==> config.mk <==
export PLATFORM = sky130hd
export DESIGN_NAME = muldiv_seq_flat
export DESIGN_NICKNAME = d
export VERILOG_FILES = /design/src/rtl/muldiv_pkg.sv /design/src/rtl/muldiv_seq_if.sv /design/src/rtl/muldiv_addsub33.sv /design/src/rtl/muldiv_seq.sv /design/src/flat_wrapper.sv
export SDC_FILE = /design/constraint.sdc
export NUM_CORES = 1
export LEC_CHECK = 0
export CAP_MARGIN = 30
export CORE_UTILIZATION = 31
export CTS_CLUSTER_SIZE = 28
export DETAILED_ROUTE_END_ITERATION = 7
export GPL_TIMING_DRIVEN = 0
export PLACE_DENSITY_LB_ADDON = 0.05
export SETUP_SLACK_MARGIN = 0.4
export SYNTH_ARGS = -nofsm -noshare
export SYNTH_HDL_FRONTEND = slang
export SYNTH_SLANG_ARGS = --single-unit
==> constraint.sdc <==
create_clock -name clk -period 9.5 [get_ports clk]
set_input_delay 0.95 -clock clk [delete_from_list [all_inputs] [get_ports clk]]
set_output_delay 0.95 -clock clk [all_outputs]
set_load 0.02 [all_outputs]
==> src/rtl/muldiv_pkg.sv <==
// Shared types and constants for the RV32M multiply/divide sequencer.
// Op encodings follow funct3 of the M extension.
package muldiv_pkg;

  localparam int MD_XLEN  = 32;
  localparam int MD_STEPS = 32;

  localparam logic [31:0] DIV0_QUOT = 32'hFFFF_FFFF;
  localparam logic [31:0] OVF_QUOT  = 32'h8000_0000;

  typedef enum logic [2:0] {
    MD_MUL    = 3'b000,
    MD_MULH   = 3'b001,
    MD_MULHSU = 3'b010,
    MD_MULHU  = 3'b011,
    MD_DIV    = 3'b100,
    MD_DIVU   = 3'b101,
    MD_REM    = 3'b110,
    MD_REMU   = 3'b111
  } md_op_e;

  typedef enum logic [2:0] {
    S_IDLE,
    S_PREP,
    S_CALC,
    S_FIX,
    S_DONE
  } md_state_e;

  function automatic logic a_signed(md_op_e op);
    return op inside {MD_MUL, MD_MULH, MD_MULHSU,
                      MD_DIV, MD_REM};
  endfunction

  function automatic logic b_signed(md_op_e op);
    return op inside {MD_MUL, MD_MULH, MD_DIV, MD_REM};
  endfunction

endpackage

==> src/rtl/muldiv_seq_if.sv <==
// EX-stage <-> multiply/divide sequencer handshake bundle.
// master = EX stage, slave = sequencer.
interface muldiv_seq_if;
  import muldiv_pkg::*;

  logic        start;
  md_op_e      op;
  logic [31:0] rs1;
  logic [31:0] rs2;
  logic        flush;
  logic        busy;
  logic        done;
  logic [31:0] result;
  logic        stall_req;

  modport master (
    output start, op, rs1, rs2, flush,
    input  busy, done, result, stall_req
  );

  modport slave (
    input  start, op, rs1, rs2, flush,
    output busy, done, result, stall_req
  );

endinterface

==> src/rtl/muldiv_addsub33.sv <==
// 33-bit add/subtract with carry out; carry=1 on subtract means a >= b.
// Shared by the multiply accumulate and the divide trial subtraction.
module muldiv_addsub33 (
  input  logic [32:0] a,
  input  logic [32:0] b,
  input  logic        sub,
  output logic [32:0] sum,
  output logic        cout
);

  logic [33:0] full;

  assign full = {1'b0, a}
              + {1'b0, b ^ {33{sub}}}
              + {33'd0, sub};
  assign sum  = full[32:0];
  assign cout = full[33];

endmodule

==> src/rtl/muldiv_seq.sv <==
// Iterative RV32M sequencer: shift-add multiply, restoring divide,
// and a single-cycle path for divide-by-zero and signed overflow.
module muldiv_seq
  import muldiv_pkg::*;
#(
  parameter int XLEN  = MD_XLEN,
  parameter int STEPS = MD_STEPS
) (
  input  logic        clk,
  input  logic        rst,
  muldiv_seq_if.slave bus
);

  localparam int CW = $clog2(STEPS);

  md_state_e         state;
  md_op_e            op_q;
  logic [XLEN-1:0]   a_q;
  logic [XLEN-1:0]   b_q;
  logic [XLEN-1:0]   mag;
  logic [XLEN-1:0]   hi;
  logic [XLEN-1:0]   lo;
  logic [XLEN-1:0]   result_q;
  logic [CW-1:0]     cnt;
  logic              neg_q;
  logic              busy_q;
  logic              done_q;

  logic              accept;
  logic              is_div;
  logic              neg_a;
  logic              neg_b;
  logic [XLEN-1:0]   abs_a;
  logic [XLEN-1:0]   abs_b;
  logic              div0;
  logic              ovf;
  logic              fast;
  logic [XLEN-1:0]   fast_res;
  logic [XLEN:0]     add_a;
  logic [XLEN:0]     sum;
  logic [XLEN:0]     step;
  logic              cout;
  logic [2*XLEN-1:0] prod;
  logic [2*XLEN-1:0] prod_fix;
  logic [XLEN-1:0]   fix_res;

  assign accept = bus.start & ~bus.flush;
  assign is_div = op_q[2];

  assign neg_a = a_signed(op_q) & a_q[XLEN-1];
  assign neg_b = b_signed(op_q) & b_q[XLEN-1];
  assign abs_a = neg_a ? -a_q : a_q;
  assign abs_b = neg_b ? -b_q : b_q;

  assign div0 = (bus.rs2 == '0);
  assign ovf  = (bus.rs1 == OVF_QUOT) && (bus.rs2 == '1);

  always_comb begin
    fast     = 1'b0;
    fast_res = '0;
    unique case (1'b1)
      div0 && (bus.op inside {MD_DIV, MD_DIVU}): begin
        fast     = 1'b1;
        fast_res = DIV0_QUOT;
      end
      div0 && (bus.op inside {MD_REM, MD_REMU}): begin
        fast     = 1'b1;
        fast_res = bus.rs1;
      end
      ovf && (bus.op == MD_DIV): begin
        fast     = 1'b1;
        fast_res = OVF_QUOT;
      end
      ovf && (bus.op == MD_REM): begin
        fast     = 1'b1;
        fast_res = '0;
      end
      default: ;
    endcase
  end

  // Divide shifts the next dividend bit into the remainder before
  // the trial subtract; multiply adds the multiplicand into hi.
  assign add_a = is_div ? {hi, lo[XLEN-1]} : {1'b0, hi};

  muldiv_addsub33 u_addsub (
    .a    (add_a),
    .b    ({1'b0, mag}),
    .sub  (is_div),
    .sum  (sum),
    .cout (cout)
  );

  assign step = lo[0] ? sum : {1'b0, hi};

  assign prod     = {hi, lo};
  assign prod_fix = neg_q ? -prod : prod;

  always_comb begin
    fix_res = '0;
    unique case (op_q)
      MD_MUL:    fix_res = prod_fix[XLEN-1:0];
      MD_MULH,
      MD_MULHSU,
      MD_MULHU:  fix_res = prod_fix[2*XLEN-1:XLEN];
      MD_DIV,
      MD_DIVU:   fix_res = neg_q ? -lo : lo;
      MD_REM,
      MD_REMU:   fix_res = neg_q ? -hi : hi;
      default:   fix_res = '0;
    endcase
  end

  always_ff @(posedge clk) begin
    if (rst) begin
      state    <= S_IDLE;
      op_q     <= MD_MUL;
      a_q      <= '0;
      b_q      <= '0;
      mag      <= '0;
      hi       <= '0;
      lo       <= '0;
      result_q <= '0;
      cnt      <= '0;
      neg_q    <= 1'b0;
      busy_q   <= 1'b0;
      done_q   <= 1'b0;
    end else begin
      done_q <= 1'b0;
      unique case (state)
        S_IDLE: begin
          if (accept) begin
            op_q <= bus.op;
            a_q  <= bus.rs1;
            b_q  <= bus.rs2;
            if (fast) begin
              result_q <= fast_res;
              done_q   <= 1'b1;
              state    <= S_DONE;
            end else begin
              busy_q <= 1'b1;
              state  <= S_PREP;
            end
          end
        end
        S_PREP: begin
          if (bus.flush) begin
            busy_q <= 1'b0;
            state  <= S_IDLE;
          end else begin
            hi  <= '0;
            cnt <= CW'(STEPS - 1);
            if (op_q inside {MD_REM, MD_REMU})
              neg_q <= neg_a;
            else
              neg_q <= neg_a ^ neg_b;
            if (is_div) begin
              lo  <= abs_a;
              mag <= abs_b;
            end else begin
              lo  <= abs_b;
              mag <= abs_a;
            end
            state <= S_CALC;
          end
        end
        S_CALC: begin
          if (bus.flush) begin
            busy_q <= 1'b0;
            state  <= S_IDLE;
          end else begin
            if (is_div) begin
              hi <= cout ? sum[XLEN-1:0]
                         : add_a[XLEN-1:0];
              lo <= {lo[XLEN-2:0], cout};
            end else begin
              hi <= step[XLEN:1];
              lo <= {step[0], lo[XLEN-1:1]};
            end
            cnt <= cnt - CW'(1);
            if (cnt == '0)
              state <= S_FIX;
          end
        end
        S_FIX: begin
          busy_q <= 1'b0;
          if (bus.flush) begin
            state <= S_IDLE;
          end else begin
            result_q <= fix_res;
            done_q   <= 1'b1;
            state    <= S_DONE;
          end
        end
        S_DONE: state <= S_IDLE;
        default: begin
          busy_q <= 1'b0;
          state  <= S_IDLE;
        end
      endcase
    end
  end

  assign bus.busy      = busy_q;
  assign bus.done      = done_q;
  assign bus.result    = result_q;
  assign bus.stall_req = ~rst &
    ((bus.start & (state == S_IDLE)) | busy_q);

endmodule

==> src/flat_wrapper.sv <==
// flat-port wrapper written by rule: the top's interface ports become plain ports
module muldiv_seq_flat import muldiv_pkg::*;
#(
  parameter int XLEN  = MD_XLEN,
  parameter int STEPS = MD_STEPS
)
  (clk, rst, bus_start, bus_op, bus_rs1, bus_rs2, bus_flush, bus_busy, bus_done, bus_result, bus_stall_req);
  muldiv_seq_if bus_i ();
  input  logic clk;
  input  logic rst;
  input wire logic [$bits(bus_i.start)-1:0] bus_start;
  input wire logic [$bits(bus_i.op)-1:0] bus_op;
  input wire logic [$bits(bus_i.rs1)-1:0] bus_rs1;
  input wire logic [$bits(bus_i.rs2)-1:0] bus_rs2;
  input wire logic [$bits(bus_i.flush)-1:0] bus_flush;
  output wire logic [$bits(bus_i.busy)-1:0] bus_busy;
  output wire logic [$bits(bus_i.done)-1:0] bus_done;
  output wire logic [$bits(bus_i.result)-1:0] bus_result;
  output wire logic [$bits(bus_i.stall_req)-1:0] bus_stall_req;
  assign bus_i.start = bus_start;
  assign bus_i.op = bus_op;
  assign bus_i.rs1 = bus_rs1;
  assign bus_i.rs2 = bus_rs2;
  assign bus_i.flush = bus_flush;
  assign bus_busy = bus_i.busy;
  assign bus_done = bus_i.done;
  assign bus_result = bus_i.result;
  assign bus_stall_req = bus_i.stall_req;
  muldiv_seq #(.XLEN(XLEN), .STEPS(STEPS)) u_core (.clk(clk), .rst(rst), .bus(bus_i));
endmodule
==> results of run 1 <==
-- critical path: cells and delay by family (launching register included) --
kind,cells,cell delay [ns]
AO/OA/AOI/OAI,8,2.23
buffers and inverters,8,4.64
adder cells (fa/ha/maj),1,0.40
AND/OR/NAND/NOR,1,0.08
flip-flops,1,0.30
-- layout make-up --
class                      instances  area (sq um)
clock buffer                      31           701
multi-input combinational       1765         10700
sequential                       206          4120
clock inverter                    18           164
buffer                           186           724
fill                            5458         31500
tap                              672           841
timing repair buffer             110          1080
inverter                          35           131
-- registers in the layout (all words and copies together), names as in the netlist, 5 cells and up --
| name | cells |
|---|---|
| u_core.mag | 32 |
| u_core.a_q | 32 |
| u_core.b_q | 32 |
| u_core.lo | 32 |
| u_core.cnt | 5 |
| u_core.hi | 32 |
| u_core.bus.result | 32 |
-- metal layers --
| layer | track usage | up-vias | part of all wire |
|---|---|---|---|
| met4 | 0.133 | 0 | 0.046 |
| li1 | - | 8181 | - |
| met1 | 0.419 | 8658 | 0.43 |
| met5 | 0 | - | 0 |
| met3 | 0.0417 | 158 | 0.068 |
| met2 | 0.513 | 794 | 0.45 |
-- placed cells by master (no fill, tap or decap), drive strengths merged, types with 7 or more instances in the layout --
cell type	n
a32o	9
nand2	354
mux2	34
xnor2	67
o31ai	31
o22a	7
a31oi	35
clkinv	14
dfxtp	206
o221ai	24
inv	35
or3	18
nand3	46
o21a	9
nor3	35
nand2b	13
mux2i	50
xor2	100
o211ai	28
a21o	21
or2	8
a21oi	237
or4	15
nor2	169
nand3b	18
buf	24
o21ai	199
nand4	17
ha	37
nor4	32
clkbuf	198
clkdlybuf4s50	104
o41ai	11
a211oi	17
o22ai	17
a221oi	9
-- logic make-up (layout without fill, tap and decap cells) --
kind of cell               after synthesis  after routing
DFF                                    206            206
adders and majority gates               38             38
xor gates and xnor gates               167            167
AOI/OAI and AO/OA                      717            717
and+or+nand+nor                        759            759
muxes                                   84             84
buffers and inverters                  221            380
-- through the flow --
| stage | total power [uW] | utilization | worst slack, ns |
|---|---|---|---|
| final | 2650 | 0.370 | 1.67 |
| after global routing | 2740 | 0.370 | 1.66 |
| after CTS | 2640 | 0.370 | 2.08 |
| after detailed placement | 1620 | 0.352 | 2.10 |
| after global placement | 1620 | 0.351 | 2.09 |
| after floorplan | 1330 | - | 4.89 |
-- power groups by stage --
stage | sequential [uW] | combinational (uW) | clock (uW)
6_report | 940 | 679 | 1030
5_1_grt | 944 | 719 | 1080
4_1_cts | 939 | 663 | 1040
3_5_place_dp | 958 | 661 | 0
3_3_place_gp | 957 | 661 | 0
2_1_floorplan | 950 | 383 | 0
-- path summary, 6_finish.rpt --
| path | slack [ns] | end | cells past startpoint |
|---|---|---|---|
| max | 1.67 | u_core.hi[16]$_SDFFE_PP0P_ | 18 |
| min | 0.46 | u_core.bus.result[11]$_SDFFE_PP0P_ | 1 |
| max reg2reg | 1.67 | u_core.hi[16]$_SDFFE_PP0P_ | 18 |
| min reg2reg | 0.46 | u_core.bus.result[11]$_SDFFE_PP0P_ | 1 |
==> impl_results.md, run 1 <==
- Status: completed
- Pre-Repair DR Iteration Count: 6
- Max_cap viols: 0
- Setup violators final: 0
- DR vias: 17800
- P_leak: between 0.006 and 0.007 uW
- Ant diodes: 0
- Relative slew margins: 0.327
- Post-synth top area share: 0.263
- Layout Cells excl Fill: roughly 3000
- Post-synthesis sequential area ratio: 0.263
- Kind of critical path: reg2reg
- # Post-CTS Setup Buffers: 0
- Top FF cell, synth: dfxtp_1
- Synth top area cells: dfxtp_1, nand2_1, a21oi_1, o21ai_0, xor2_1
- 1st-iter DRT viols: ~1500
- Die Ht: 227 microns
- CTS Buffer Depth: 3
- CORE AREA: 50000 sq um
- WHS: 0.462 ns
- Max Clk Rate: around 0.13 GHz
- WP data required: between 9 and 10 ns
- # IOs: 106
- Worst Setup End Kind: flop
- Drc violations: 0
- Vias per cell: approximately 6
- Proportion of synthesized area in mux cells: 0.0564
- R2R Path Start: u_core.op_q[2]$_SDFFE_PP0P_
- Largest area contributor in the netlist: dfxtp_1
- Max stage delay on crit path: just over 0.7 ns
- Part of the power in registers: 0.355
- Tcrit/Tclk final: 0.824
- Area Growth Syn to Fin: 17.8%
- Number of antenna-violating nets in the routed design: 0
- DP HPWL: 66.7 mm
- Total GRT Usage: 0.317
- Post-CTS Resized: 0
- Hold buffers post-CTS: 0
- FF+latch count, synth: ~210
- Yosys Warn Count: 0
- Comb power frac: 0.257
- Most common cell in the netlist: nand2_1
- Max FO, Critical Path: 10
- Clock share of power: 0.388
- Sw Pwr: between 900 and 1000 uW
- Syn Area/Cell: just over 7 sq um
- Hold Crit Class: reg2reg
- Synth cell types: 77
- Clock insertion delay at the later pin of the skew report: between 0.5 and 0.6 ns
- Worst slew pin tran: 1.01 ns
- Synth Cell Area: 15700 sq um
- Number of synthesized flops with an enable pin: 0
- Start point of the critical path: u_core.op_q[2]$_SDFFE_PP0P_
- Worst Path Arrival: ~8.3 ns
- Pwr/cell area: between 100 and 150 nW/um^2
- Largest family of logic cells by synthesized area: compound AO/OA/AOI/OAI gates
- CTS root buf: clkbuf_16
- Top cells by count, synth: nand2_1, a21oi_1, dfxtp_1
- Final net count: 2440
- Largest net degree at the start of global routing: 14
- First-pass GRT wire length: approximately 120 mm
- Cell count after synthesis: around 2200
- Routed WL per cell: roughly 27 microns
- Post-Synth XOR/XNOR Area: 0.0933
- Mapped Nets: about 2300
- Worst-path clk slew: ~0.07 ns
- Placement Rows: roughly 80
- GRT overflow: 0
- Die extent in x: between 200 and 250 microns
- Placed Cells: ~3000
- Post-Synth Simple-Gate Area: 0.219
- CTS tree: built
- Startpoint Class: flop
- Clock tree sinks: just over 200
- Initial antenna violation count: 0
- Peak VDD IR: 0.000113 V
- Top cell by count, worst path: clkbuf_1
- Crit-path slowest cell: clkbuf_1
- Complex-gate fraction of the synthesized area: 0.283
- TNS Setup: 0 ns
- Vias in the first global route: ~17000
- Post-Place Cell Area: roughly 18000 sq um
- Gpl congestion: roughly 0.98
- Post-Synth Adder-Cell Area: 0.0308
- H-tree depth: 1
- DRT Wirelength: between 80 and 90 mm
- Layout cells sized above 1: 0.0515
- P_int: between 1500 and 2000 uW
- RSZ-0062 raised after global routing: false
- Number of port buffers: 104
- Final slew viol count: 0
- Sw frac: 0.361
- Clk_skew: between 0.015 and 0.02 ns
- Post-synth ARST share: 0
- Final hold vios: 0
- Final instance area: between 15000 and 20000 sq um
- Die area: 51500 sq um
- Crit path time final: between 7 and 8 ns
- Startpoint of the worst hold path: u_core.bus.result[11]$_SDFFE_PP0P_
- Starting density of the core: 0.314
- Num CTS Buffers: 27
- CP cell instances: clkbuf_1 > clkbuf_1 > buf_1 > clkbuf_1 > buf_1 > o21ai_0 > ha_1 > a21oi_1 > o22a_1 > nand2_1 > a31oi_1 > o221a_2 > o31a_1 > clkbuf_1 > clkbuf_1 > clkbuf_1 > o221ai_1 > o21ai_0
No activity file was read; power rests on OpenSTA's default activity.
==> run 2, diff against run 1 <==
==> constraint.sdc (replaced) <==
create_clock -name clk -period 6.31 [get_ports clk]
set_input_delay 0.631 -clock clk [delete_from_list [all_inputs] [get_ports clk]]
set_output_delay 0.631 -clock clk [all_outputs]
set_load 0.02 [all_outputs]
==> run 2 against run 1 <==
  * Sequential power increased by 51%
  * Cell count unchanged
  * Combinational power increased by 50%
  * First-iteration DRC count increased by 4.1%
  * Total power increased by 51%
  * Register-to-register slack got worse by 1.2 ns
  * Clock skew decreased by 0.0016 ns
==> impl_results.md, run 2 (same netlist as run 1, synthesis figures left out) <==
- Status: completed
- Die area: 51500 sq um (unchanged)
- Multi-input logic area: 10700 sq um (+0.14%)
- First-pass GRT wire length: 117 mm (about the same)
- WHS: 0.462 ns (-0.000327 ns)
- CTS tree: built
- CTS root buf: clkbuf_16
- Hold buffers post-CTS: 0 (unchanged)
- GRT overflow: 0 (unchanged)
- Final hold vios: 0 (unchanged)
- Initial antenna violation count: 0 (unchanged)
- Max stage delay on crit path: 0.70 ns (about the same)
- Max Clk Rate: 0.172 GHz (+35%)
- Largest net degree at the start of global routing: 14 (unchanged)
- Hold Crit Class: reg2reg
- Clock tree sinks: 206 (unchanged)
- Placed Cells: 2974 (unchanged)
- CORE AREA: 50000 sq um (unchanged)
- Commonest non-fill, non-tap cells in the layout: nand2_1, a21oi_1, dfxtp_1
- CTS Buffer Depth: 3 (unchanged)
- Starting density of the core: 0.314 (unchanged)
- Layout cells sized above 1: 0.0587 (+0.00723)
- Total GRT Usage: 0.316 (about the same)
- Final net count: 2440 (unchanged)
- Pre-Repair DR Iteration Count: 6 (unchanged)
- WP data required: 6.75 ns (-3.18 ns)
- Tcrit/Tclk final: 0.921 (+0.0964)
- DP HPWL: 66.7 mm (unchanged)
- Peak VDD IR: 0.000171 V (+51%)
- Crit-path slowest cell: buf_1
- Max_cap viols: 0 (unchanged)
- TNS Setup: 0 ns (unchanged)
- 1st-iter DRT viols: 1581 (+4.1%)
- Post-place setup slack: -1.09 ns (-3.19 ns)
- Commonest non-fill, non-tap cell in the layout: nand2_1
- CP top delay family: buffers and inverters
- H-tree depth: 1 (unchanged)
- Ant diodes: 0 (unchanged)
- Number of port buffers: 104 (unchanged)
- P_leak: 0.00677 uW (+0.77%)
- Relative slew margins: 0.307 (-0.0201)
- Pwr/cell area: 215 nW/um^2 (+50%)
- DRT Wirelength: 82.9 mm (about the same)
- Vias in the first global route: 16700 (+0.14%)
- Clk_skew: 0.0158 ns (-0.00156 ns)
- Fillers: 5451 (-0.13%)
- Final slew viol count: 0 (unchanged)
- CP cell instances: clkbuf_2 > clkbuf_2 > buf_1 > clkbuf_2 > xor2_1 > ha_1 > clkbuf_1 > a21oi_1 > o22a_1 > nand2_1 > a31oi_1 > o221a_2 > o31a_1 > clkbuf_2 > clkbuf_2 > clkbuf_2 > o221ai_1 > o21ai_0
- Area Growth Syn to Fin: 18.0%
- Worst Path Arrival: 6.25 ns (-2.01 ns)
- Worst slew pin tran: 1.03 ns (+0.0221 ns)
- Max FO, Critical Path: 10 (unchanged)
- DR vias: 17800 (-0.17%)
- Vias per cell: 5.87 (-0.17%)
- Drc violations: 0 (unchanged)
- Die Ht: 227 microns (unchanged)
- Routed WL per cell: 27.4 microns (about the same)
- Clock insertion delay at the later pin of the skew report: 0.57 ns (about the same)
- Placement Rows: 82 (unchanged)
- Worst Setup End Kind: flop
- RSZ-0062 raised after global routing: false
- Crit path buffers/inverters: 8 (unchanged)
- FF+latch area: 4120 sq um (unchanged)
- Gpl congestion: 0.984 (unchanged)
- # IOs: 106 (unchanged)
- Number of antenna-violating nets in the routed design: 0 (unchanged)
- Setup violators final: 0 (unchanged)
- Die extent in x: 227 microns (unchanged)
- Kind of critical path: reg2reg
- Setup ws final: 0.501 ns (-1.17 ns)
- Layout Cells excl Fill: 3023 (unchanged)
- Worst-path clk slew: 0.07 ns (about the same)
- Startpoint Class: flop
- Num CTS Buffers: 27 (unchanged)
- Top cell by count, worst path: clkbuf_2
- Crit path time final: 5.81 ns (-2.02 ns)
[run 2: worst reg2reg max path, cell delays in order, from the launching register on]
cell and delay (ns):
dfxtp_1 0.30, clkbuf_2 0.29, clkbuf_2 0.38, buf_1 0.71
clkbuf_2 0.47, xor2_1 0.21, ha_1 0.25, clkbuf_1 0.20
a21oi_1 0.25, o22a_1 0.20, nand2_1 0.09, a31oi_1 0.39
o221a_2 0.36, o31a_1 0.15, clkbuf_2 0.25, clkbuf_2 0.35
clkbuf_2 0.34, o221ai_1 0.14, o21ai_0 0.36
[run 2: per-layer routing]
| metal | up-vias | global-route usage | share of wire |
|---|---|---|---|
| met1 | 8643 | 0.419 | 0.44 |
| met5 | - | 0 | 0 |
| met4 | 0 | 0.135 | 0.045 |
| met2 | 781 | 0.513 | 0.45 |
| li1 | 8192 | - | - |
| met3 | 144 | 0.0412 | 0.065 |
[run 2: worst paths after layout]
kind,startpoint,endpoint,slack [ns],cells after the start
max,u_core.op_q[2]$_SDFFE_PP0P_,u_core.hi[16]$_SDFFE_PP0P_,0.50,18
min,u_core.bus.result[11]$_SDFFE_PP0P_,u_core.bus.result[11]$_SDFFE_PP0P_,0.46,1
max reg2reg,u_core.op_q[2]$_SDFFE_PP0P_,u_core.hi[16]$_SDFFE_PP0P_,0.50,18
min reg2reg,u_core.bus.result[11]$_SDFFE_PP0P_,u_core.bus.result[11]$_SDFFE_PP0P_,0.46,1
[run 2: cell type report]
cell class,count,share of cell area
Multi-Input combinational cell,1765,0.579
Sequential cell,206,0.223
Timing Repair Buffer,110,0.0584
Tap cell,672,0.0455
Buffer,186,0.0402
Clock buffer,31,0.0379
Clock inverter,18,0.00886
Inverter,35,0.00710
[run 2: where the power goes]
| group | internal [uW] | leakage, uW | switching [uW] |
|---|---|---|---|
| clock network | 882 | 0.000428 | 666 |
| registers | 1350 | 0.00167 | 62.3 |
| logic | 313 | 0.00467 | 709 |
| total | 2550 | 0.00677 | 1440 |
[run 2: repair_timing]
item / in CTS / in global routing
setup buffers: 0 / 0
setup endpoints to repair: 33 / 31
resized for setup: 13 / 5
[run 2: metrics by stage]
stage,power (uW),instance area (sq um),util
2_1_floorplan,2010,15700,-
5_1_grt,4130,18500,0.370
3_3_place_gp,2440,17600,0.351
3_5_place_dp,2440,17600,0.352
4_1_cts,3980,18500,0.370
6_report,3980,18500,0.370
